### src/rtl/crash_handler.sv
// Turns the collision detector's overlap flag into crash behaviour for the player car:
// a two-frame debounce, lives count, freeze period, blinking invulnerability and a latched game over.
//
// state  | meaning
// ALIVE  | normal play, collisions are debounced and counted
// CRASH  | car frozen for CRASH_FRAMES frames, collisions ignored
// INVULN | car blinks for INVULN_FRAMES frames, collisions ignored
// OVER   | no lives left, frozen until restart
module crash_handler #(
  parameter int LIVES         = 3,
  parameter int CRASH_FRAMES  = 30,
  parameter int INVULN_FRAMES = 90,
  parameter int BLINK_BIT     = 3
) (
  input  logic       clk,
  input  logic       rst,
  input  logic       frame_tick,
  input  logic       ifcollision,
  input  logic       restart,
  output logic [1:0] state,
  output logic [2:0] lives,
  output logic       crash_pulse,
  output logic       freeze,
  output logic       visible,
  output logic       game_over
);

  typedef enum logic [1:0] {
    ALIVE  = 2'd0,
    CRASH  = 2'd1,
    INVULN = 2'd2,
    OVER   = 2'd3
  } state_t;

  localparam logic [2:0] LIVES_INIT  = 3'(LIVES);
  localparam logic [7:0] CRASH_LOAD  = 8'(CRASH_FRAMES - 1);
  localparam logic [7:0] INVULN_LOAD = 8'(INVULN_FRAMES - 1);

  state_t     st;
  logic [7:0] cnt;
  logic       hist;

  always_ff @(posedge clk or posedge rst) begin
    if (rst) begin
      st          <= ALIVE;
      lives       <= LIVES_INIT;
      cnt         <= 8'd0;
      hist        <= 1'b0;
      crash_pulse <= 1'b0;
    end else begin
      crash_pulse <= 1'b0;
      if (restart) begin
        st    <= ALIVE;
        lives <= LIVES_INIT;
        cnt   <= 8'd0;
        hist  <= 1'b0;
      end else if (frame_tick) begin
        case (st)
          ALIVE: begin
            if (ifcollision && hist && (lives != 3'd0)) begin
              crash_pulse <= 1'b1;
              lives       <= lives - 3'd1;
              // clearing hist means a held overlap must re-confirm over two fresh ticks
              hist        <= 1'b0;
              if (lives == 3'd1) begin
                st <= OVER;
              end else begin
                st  <= CRASH;
                cnt <= CRASH_LOAD;
              end
            end else begin
              hist <= ifcollision;
            end
          end
          CRASH: begin
            hist <= 1'b0;
            if (cnt == 8'd0) begin
              st  <= INVULN;
              cnt <= INVULN_LOAD;
            end else begin
              cnt <= cnt - 8'd1;
            end
          end
          INVULN: begin
            hist <= 1'b0;
            if (cnt == 8'd0) begin
              st <= ALIVE;
            end else begin
              cnt <= cnt - 8'd1;
            end
          end
          default: ;
        endcase
      end
    end
  end

  assign state     = st;
  assign freeze    = (st == CRASH) || (st == OVER);
  assign game_over = (st == OVER);
  assign visible   = (st != INVULN) || !cnt[BLINK_BIT];

endmodule

### config.mk
export PLATFORM = sky130hd
export DESIGN_NAME = crash_handler
export DESIGN_NICKNAME = d
export VERILOG_FILES = /design/src/rtl/crash_handler.sv
export SDC_FILE = /design/constraint.sdc
export NUM_CORES = 1
export LEC_CHECK = 0
export BUFFER_PORTS_ARGS = -buffer_cell sky130_fd_sc_hd__buf_2
export CAP_MARGIN = 20
export CORE_AREA = 2 2 47 49
export DETAILED_ROUTE_END_ITERATION = 10
export DIE_AREA = 0 0 49 51
export HOLD_SLACK_MARGIN = 0.05
export PLACE_DENSITY_LB_ADDON = 0.25
export SETUP_SLACK_MARGIN = 0.3
export SLEW_MARGIN = 25
export SYNTH_ARGS = -nofsm -noshare
export SYNTH_HDL_FRONTEND = slang
export SYNTH_SLANG_ARGS = --single-unit
### constraint.sdc
create_clock -name clk -period 2.2 [get_ports clk]
set_input_delay 0.33 -clock clk [delete_from_list [all_inputs] [get_ports clk]]
set_output_delay 0.33 -clock clk [all_outputs]
set_load 0.05 [all_outputs]
==> results of run 1 <==
## cell usage after synthesis, drive strengths merged (2+ instances only)
cell type  number
or4             3
a211oi          5
dfrtp          13
o22ai           2
nor2b           4
ha              8
a221o           2
o21ai           3
a21o            2
dfstp           2
inv            10
a31oi           2
nor3            2
nor2           11
xnor2           2
a21oi           4
or2             2
a2bb2oi         2
nand2           7
nand3           2
## worst max-delay path, cell delays in order, from the launching register on
cell     delay [ps]
dfrtp_2         460
inv_4            80
ha_4            130
and3_4          200
a32oi_4         130
a221o_4         400
a221o_1         280
o22ai_2         150
## layout make-up
cell class / instances / share of cell area
Clock buffer: 4 / 0.01667
Inverter: 11 / 0.02778
Multi-Input combinational cell: 82 / 0.5119
Sequential cell: 15 / 0.2429
Tap cell: 28 / 0.02222
Timing Repair Buffer: 39 / 0.1786
## where the power goes
| group | switching, uW | internal (uW) | leakage (uW) |
|---|---|---|---|
| logic | 95.6 | 75.2 | 0.000487 |
| registers | 7.66 | 284 | 0.000195 |
| clock network | 96.4 | 70.7 | 0.0000150 |
| total | 200 | 429 | 0.000697 |
## how the worst min path moves through the flow
stage / start / to / slack, ps / depth (start not counted)
CTS: rst / cnt[4] / 100 / 2
finish: rst / crash_pulse / 80 / 2
floorplan: rst / cnt[0] / 230 / 1
detailed placement: rst / crash_pulse / 420 / 2
global route: rst / cnt[7] / 130 / 2
global placement: rst / crash_pulse / 420 / 2
## metal layers
layer / wire length, um / vias to the layer above / share of wire / track usage
li1: - / 492 / - / -
met1: 1210 / 515 / 0.42 / 0.2884
met2: 1486 / 27 / 0.52 / 0.4361
met3: 83 / 7 / 0.029 / 0.02339
met4: 87 / 0 / 0.030 / 0.1476
met5: 0 / - / 0 / 0
## stage by stage
step                      area (sq um)  total power, uW  cells  hold slack, ps
after floorplan                   1112            390.7    109           229.9
after global placement            1204            413.4    150           421.3
after detailed placement          1204            415.2    150           418.2
after CTS                         1436            604.2    170           104.6
after global routing              1577            659.5    179           125.4
final                             1577            629.0    179           84.63
## sequential cells by signal (all words and copies together), names as in the netlist
signal	flops
crash_pulse	1
state	2
lives	3
hist	1
cnt	8
## kinds of logic (layout without fill, tap and decap cells)
| family | Yosys count | count (layout) |
|---|---|---|
| flops | 15 | 15 |
| simple gates | 38 | 38 |
| fa+ha+maj | 8 | 8 |
| compound gates | 31 | 32 |
| xor+xnor | 3 | 3 |
| buf+inv | 13 | 54 |
| mux | 1 | 1 |
## timing repair
action	4_1_cts	5_1_grt
pin swaps	7	8
gates cloned	1	0
setup endpoints to repair	10	11
resized for setup	16	16
setup buffers	15	9
hold buffers	0	0
==> impl_metrics.tcl, run 1 <==
set metrics [dict create \
    outcome "completed" \
    period_needed_ps 1924 \
    fp.dieW_um 49 \
    regArea_sq_um 382.9 \
    synth_area_sq_mm 0.001037 \
    async_flop_share 1.000 \
    yosys.area_share.simple 0.2063 \
    grt_max_degree 16 \
    insertedDiodeCount 0 \
    reg2reg_slack_ps 280 \
    finalSetupViolCount 0 \
    coreArea_sq_mm 0.002063 \
    post_drt_wl_per_cell_um 16.02 \
    ff2ff_path_depth 7 \
    track_usage 0.2452 \
    yosysUniqueCellTypes 47 \
    ys_ff_latch 15 \
    grt_pass1_wl_um 4678 \
    io_pins 14 \
    drc 0 \
    final_hold_viol_count 0 \
    grt_setup_unrepaired "yes" \
    overflow 0 \
    worstSetupEndpointType "flop" \
    synthTopCellsByArea "dfrtp_1 (31%), ha_1 (9.7%), dfstp_2 (5.1%)" \
    maxSlewViolCount 0 \
    syn_nets 122 \
    die_y_um 51 \
    synth_top_cell_area_share 0.3136 \
    io_buffers 13 \
    finalWirelength_um 2867 \
    dr_total_vias 1041 \
    cp-start-kind "flop" \
    endpoint "cnt[3]" \
    synth_top_family_by_area "compound AO/OA/AOI/OAI gates" \
    cts.clk_slew.worst_paths_ps 90 \
    final_cell_mix "buf_4 (23), buf_2 (12), nor2_1 (10)" \
    hpwl_um 1621 \
    fin_crit_sh 0.8746 \
    multi_input_area_sq_um 807.0 \
    final_nets 165 \
    synth_xor_xnor_area_share 0.02533 \
    timing.critical_path.from "state[1]" \
    ctsHtreeMaxLevel 1 \
    synthAdderAreaFrac 0.09650 \
    min_path_type "input port to asynchronous set/reset pin" \
    finalSetupTns_ps 0 \
    yosysTopAreaCell "dfrtp_1" \
    synth_enable_flop_cells 0 \
    fill_cells 135 \
    cp.required_ps 2420 \
    grt_antenna_before_repair 0 \
    cts_made_buffers 3 \
    leakage_uw 0.0006968 \
    timing.rr.start "state[1]" \
    yosysWarnings 0 \
    tritoncts "done" \
    synth_compound_gate_area_share 0.2352 \
    ctsRootBufferMaster "clkbuf_4" \
    path_class "flop to flop" \
    ir_drop_mv 0.4310 \
    clk-insertion-delay-late_ps 290 \
    fin_ws_ps 275.8 \
    seq_area_frac_synth 0.3643 \
    drt-initial-drc-count 14 \
    final.setup_skew_ps 0.8972 \
    tightest_slew_ps 597.1 \
    cap_violations 0 \
    postRouteAntennaNets 0 \
    place_ws_ps 70.83 \
    utilization 0.7641 \
    start_util 0.5027 \
    synthFlopType "dfrtp_1" \
    reg2reg_to "cnt[3]" \
    drive_above_1_share 0.5894 \
    grt_pass1_vias 1058 \
    arrival_ps 2140 \
    viasPerCell 5.816 \
    powerDensity_mw_per_mm2 399.0 \
    num_rows 17 \
    clock.fmax_ghz 0.5197 \
    postSynthAreaPerCell_sq_um 9.516 \
    place.gp.congestion 0.8317 \
    worstPathMaxFanout 5 \
    clockBufferDepth 2 \
    cts.sinks 15 \
    syn2layout_area_growth_pct 51.99 \
    layout_commonest_cell "buf_4" \
    synth_mux_area_frac 0.009650 \
    firstDrtPassIters 4 \
    slew_headroom 0.6015 \
    die_area_sq_mm 0.002499 \
    synth_cells 109 \
]
Note: power is estimated with default switching activity, not from simulation.
==> run 2, diff against run 1 <==
- PLACE_DENSITY: unset -> 0.74
- PLACE_DENSITY_LB_ADDON: 0.25 -> unset
==> run 2 against run 1 <==
  * Largest cell class unchanged
  * Die area did not move
  * Sequential cell count unchanged
  * Clock skew grew 2.8 ps
  * Global-route usage decreased by 0.46 points
  * Non-clock buffer count decreased by 4
  * Largest power group unchanged
==> impl_metrics.tcl, run 2 (same netlist as run 1, synthesis figures left out) <==
set metrics [dict create \
    place.gp.congestion 0.7445 \
    outcome "completed" \
    worstPathMaxFanout 7 \
    reg2reg_to "cnt[7]" \
    slowest_delay_ps 480 \
    clock.fmax_ghz 0.5157 \
    cts_made_buffers 3 \
    slew_headroom 0.6043 \
    fin_cells 175 \
    min_path_type "input port to asynchronous set/reset pin" \
    io_pins 14 \
    insertedDiodeCount 0 \
    grt_pass1_vias 1013 \
    fill_cells 147 \
    finalWirelength_um 3042 \
    finalSetupTns_ps 0 \
    final.setup_skew_ps 3.736 \
    cts.sinks 15 \
    design_power_total_uw 628.6 \
    syn2layout_area_growth_pct 48.49 \
    leakage_uw 0.0006831 \
    ctsHtreeMaxLevel 1 \
    arrival_ps 2120 \
    drt-initial-drc-count 32 \
    period_needed_ps 1939 \
    num_rows 17 \
    fin_crit_sh 0.8814 \
    grt_antenna_before_repair 0 \
    start_util 0.5027 \
    final_hold_viol_count 0 \
    timing.hold.ws_ps 88.44 \
    finalSetupViolCount 0 \
    ir_drop_mv 0.3213 \
    track_usage 0.2406 \
    clockBufferDepth 2 \
    grt_setup_unrepaired "yes" \
    firstDrtPassIters 4 \
    maxSlewViolCount 0 \
    largest_reg_flops 8 \
    drc 0 \
    reg2reg_slack_ps 260 \
    layout_commonest_cell "buf_4" \
    crit_chain "inv_4 > ha_4 > or4b_4 > o2111ai_2 > buf_4 > a2bb2oi_2 > o31ai_2" \
    timing.rr.start "state[0]" \
    cts_hold_buffers 0 \
    grt_max_degree 16 \
    postRouteAntennaNets 0 \
    cp.required_ps 2380 \
    ctsRootBufferMaster "clkbuf_4" \
    hpwl_um 1603 \
    dr_total_vias 1027 \
    utilization 0.7465 \
    die_area_sq_mm 0.002499 \
    fp.dieW_um 49 \
    grt_pass1_wl_um 4547 \
    crit_buf_inv 2 \
    cp-start-kind "flop" \
    cts.clk_slew.worst_paths_ps 100 \
    viasPerCell 5.869 \
    cap_violations 0 \
    clk-insertion-delay-late_ps 280 \
    powerDensity_mw_per_mm2 408.1 \
    ff2ff_path_depth 7 \
    slowest_stage "or4b_4" \
    final_nets 161 \
    dpl.cell_count 150 \
    final_cell_mix "buf_4 (20), buf_2 (12), dfrtp_1 (10)" \
    worstSetupEndpointType "flop" \
    io_buffers 13 \
    regMostFlops "cnt" \
    die_y_um 51 \
    tritoncts "done" \
    tightest_slew_ps 592.9 \
    coreArea_sq_mm 0.002063 \
    post_drt_wl_per_cell_um 17.38 \
    overflow 0 \
    drive_above_1_share 0.5782 \
    cp_top_family "compound AO/OA/AOI/OAI gates" \
    path_class "flop to flop" \
]
run 2: cell type report:
class / instances / area, sq um / area share
well taps: 28 / 35.03 / 0.02275
inverters: 11 / 43.79 / 0.02843
repair buffers: 35 / 247.7 / 0.1608
multi-input cells: 82 / 805.8 / 0.5232
clock buffers: 4 / 26.28 / 0.01706
flip-flops and latches: 15 / 381.6 / 0.2478
run 2: metal layers:
| metal | GRT usage | routed length (um) | vias up |
|---|---|---|---|
| met5 | 0 | 0 | - |
| met4 | 0.09524 | 61 | 0 |
| met3 | 0.04971 | 110 | 8 |
| met2 | 0.4224 | 1584 | 35 |
| met1 | 0.2897 | 1286 | 506 |
| li1 | - | - | 478 |
run 2: worst max-delay path by stage:
stage	startpoint	endpoint	slack, ps	cells past startpoint
after floorplan	lives[0]	cnt[5]	170	7
after global placement	cnt[0]	cnt[1]	130	7
after detailed placement	cnt[0]	cnt[5]	80	7
after CTS	lives[0]	cnt[5]	300	7
after global routing	state[0]	cnt[7]	210	7
final	state[0]	cnt[7]	260	7
run 2: worst register-to-register path, delay by kind of cell (launching register included):
kind / cells / cell delay [ps]
flops: 1 / 430
buf+inv: 2 / 240
compound gates: 3 / 490
fa+ha+maj: 1 / 180
simple gates: 1 / 490
run 2: per-stage QoR:
step	area (sq um)	setup slack, ps
final	1540	260.9
after CTS	1435	297.4
after detailed placement	1204	75.12
after global placement	1204	130.8
after global routing	1540	207.0
after floorplan	1112	174.1
run 2: repair_timing:
action | in CTS | in global routing
setup buffers | 18 | 2
setup endpoints to repair | 11 | 11
resized for setup | 12 | 19
cloned | 1 | 0
pin swaps | 6 | 7
run 2: report_power, final:
| group | leakage (uW) | internal [uW] | switching (uW) |
|---|---|---|---|
| sequential | 0.000196 | 283 | 8.49 |
| combinational | 0.000472 | 73.4 | 96.0 |
| clock | 0.0000150 | 70.4 | 96.9 |
| total | 0.000683 | 427 | 201 |
==> run 3, diff against run 2 <==
- CORE_AREA: 2 2 47 49 -> 2 2 62 64
- DIE_AREA: 0 0 49 51 -> 0 0 64 66
- PLACE_DENSITY: 0.74 -> unset
==> run 3 against run 2 <==
  * Worst setup slack got worse by 5.6 ps
  * Die area grew 69%
  * Final area grew 0.97%
  * Register-to-register slack is essentially flat
  * Sequential power about the same
  * Sequential cell count did not move
  * Global-route usage is 10 points lower
  * Clock power is essentially flat
  * Maximum frequency shrank 0.29%
  * Critical path depth unchanged
  * Critical path type unchanged
  * Highest routed layer unchanged
==> impl_metrics.tcl, run 3 (same netlist as run 1, synthesis figures left out) <==
set metrics [dict create \
    min_path_type "input port to asynchronous set/reset pin" \
    final_nets 162 \
    power_frac_comb 0.269 \
    tritoncts "done" \
    worstPathMaxFanout 8 \
    firstDrtPassIters 6 \
    switching_share 0.3106 \
    fp.dieW_um 64 \
    hpwl_um 1822 \
    place.gp.congestion 0.7565 \
    layout_commonest_cell "buf_4" \
    intPower_uw 430.7 \
    finalSetupTns_ps 0 \
    leakage_uw 0.0006816 \
    period_needed_ps 1945 \
    finalSetupViolCount 0 \
    final_cell_mix "buf_4 (20), buf_2 (12), nor2_1 (10)" \
    largest_reg_flops 8 \
    powerDensity_mw_per_mm2 401.7 \
    drt-initial-drc-count 50 \
    die_y_um 66 \
    regMostFlops "cnt" \
    final_cell_area_sq_mm 0.001555 \
    finalWirelength_um 2919 \
    postRouteAntennaNets 0 \
    fin_crit_sh 0.8840 \
    path_class "flop to flop" \
    syn2layout_area_growth_pct 49.94 \
    reg2reg_slack_ps 260 \
    drive_above_1_share 0.5541 \
    viasPerCell 5.117 \
    fill_cells 345 \
    power_frac_clock 0.263 \
    cts.clk_slew.worst_paths_ps 100 \
    post_drt_wl_per_cell_um 14.89 \
    clockBufferDepth 2 \
    cts.sinks 15 \
    placed_area_sq_mm 0.001229 \
    maxSlewViolCount 0 \
    p_sw_uw 194.0 \
    coreArea_sq_mm 0.003551 \
    num_rows 22 \
    fin_ws_ps 255.2 \
    ir_drop_mv 0.1555 \
    grt_setup_unrepaired "yes" \
    regArea_sq_um 382.9 \
    cap_violations 0 \
    ff2ff_path_depth 7 \
    cp.required_ps 2430 \
    clock.fmax_ghz 0.5142 \
    final_hold_viol_count 0 \
    drc 0 \
    slew_headroom 0.5979 \
    insertedDiodeCount 0 \
    ctsRootBufferMaster "clkbuf_4" \
    outcome "completed" \
    arrival_ps 2170 \
    io_buffers 13 \
    pwr-share-seq 0.468 \
    tightest_slew_ps 602.4 \
    dr_total_vias 1003 \
    overflow 0 \
    ctsHtreeMaxLevel 1 \
    grt_max_degree 16 \
    final.setup_skew_ps 3.892 \
    cp-start-kind "flop" \
    track_usage 0.1396 \
    worstSetupEndpointType "flop" \
    cts_made_buffers 3 \
    grt_antenna_before_repair 0 \
    start_util 0.2921 \
    io_pins 14 \
    grt_pass1_wl_um 4588 \
    clk-insertion-delay-late_ps 280 \
    place_ws_ps 92.15 \
    multi_input_area_sq_um 772.0 \
    die_area_sq_mm 0.004224 \
    grt_pass1_vias 992 \
]
-- run 3: stage by stage --
stage,cells,power (uW),util,hold WS [ps]
6_report,196,624.7,0.4380,98.93
2_1_floorplan,109,390.7,-,229.9
4_1_cts,186,612.4,0.4045,121.4
3_3_place_gp,170,413.6,0.3460,429.0
5_1_grt,196,661.5,0.4380,133.5
3_5_place_dp,170,417.3,0.3460,441.2
-- run 3: final cells by class --
| class | instances | share of cell area |
|---|---|---|
| multi-input cells | 81 | 0.4964 |
| repair buffers | 37 | 0.1738 |
| flip-flops and latches | 15 | 0.2462 |
| inverters | 11 | 0.02816 |
| well taps | 48 | 0.03862 |
| clock buffers | 4 | 0.01689 |
-- run 3: final timing paths --
| path | start | to |
|---|---|---|
| min reg2reg | lives[1] | lives[1] |
| max in group asynchronous | rst | cnt[5] |
| min | rst | cnt[4] |
| max reg2reg | state[1] | cnt[1] |
| min in group clk | frame_tick | hist |
| max | state[1] | cnt[1] |
-- run 3: what timing repair did --
action | 4_1_cts | 5_1_grt
hold buffers | 0 | 0
endpoints found under the setup margin | 11 | 10
gates cloned | 0 | 0
resized for setup | 20 | 9
pin swaps | 6 | 6
buffers inserted | 12 | 10
-- run 3: worst max-delay path: stages (launching register included) --
cell and delay, ps:
dfrtp_2 450, inv_2 90, ha_4 150, and3_4 180, a32oi_2 120, a221o_4 410
a211oi_1 340, a31o_4 140
-- run 3: power by group through the flow --
| stage | logic [uW] | registers [uW] | clock network [uW] |
|---|---|---|---|
| final | 168 | 292 | 164 |
| after detailed placement | 121 | 297 | 0 |
| after global placement | 117 | 296 | 0 |
| after floorplan | 86.7 | 304 | 0 |
| after global routing | 182 | 293 | 186 |
| after CTS | 149 | 292 | 172 |
-- run 3: routing by layer --
layer	global-route usage	share of wire
met1	0.1644	0.43
met2	0.2565	0.53
met3	0.01022	0.028
met4	0.06522	0.0096
met5	0	0
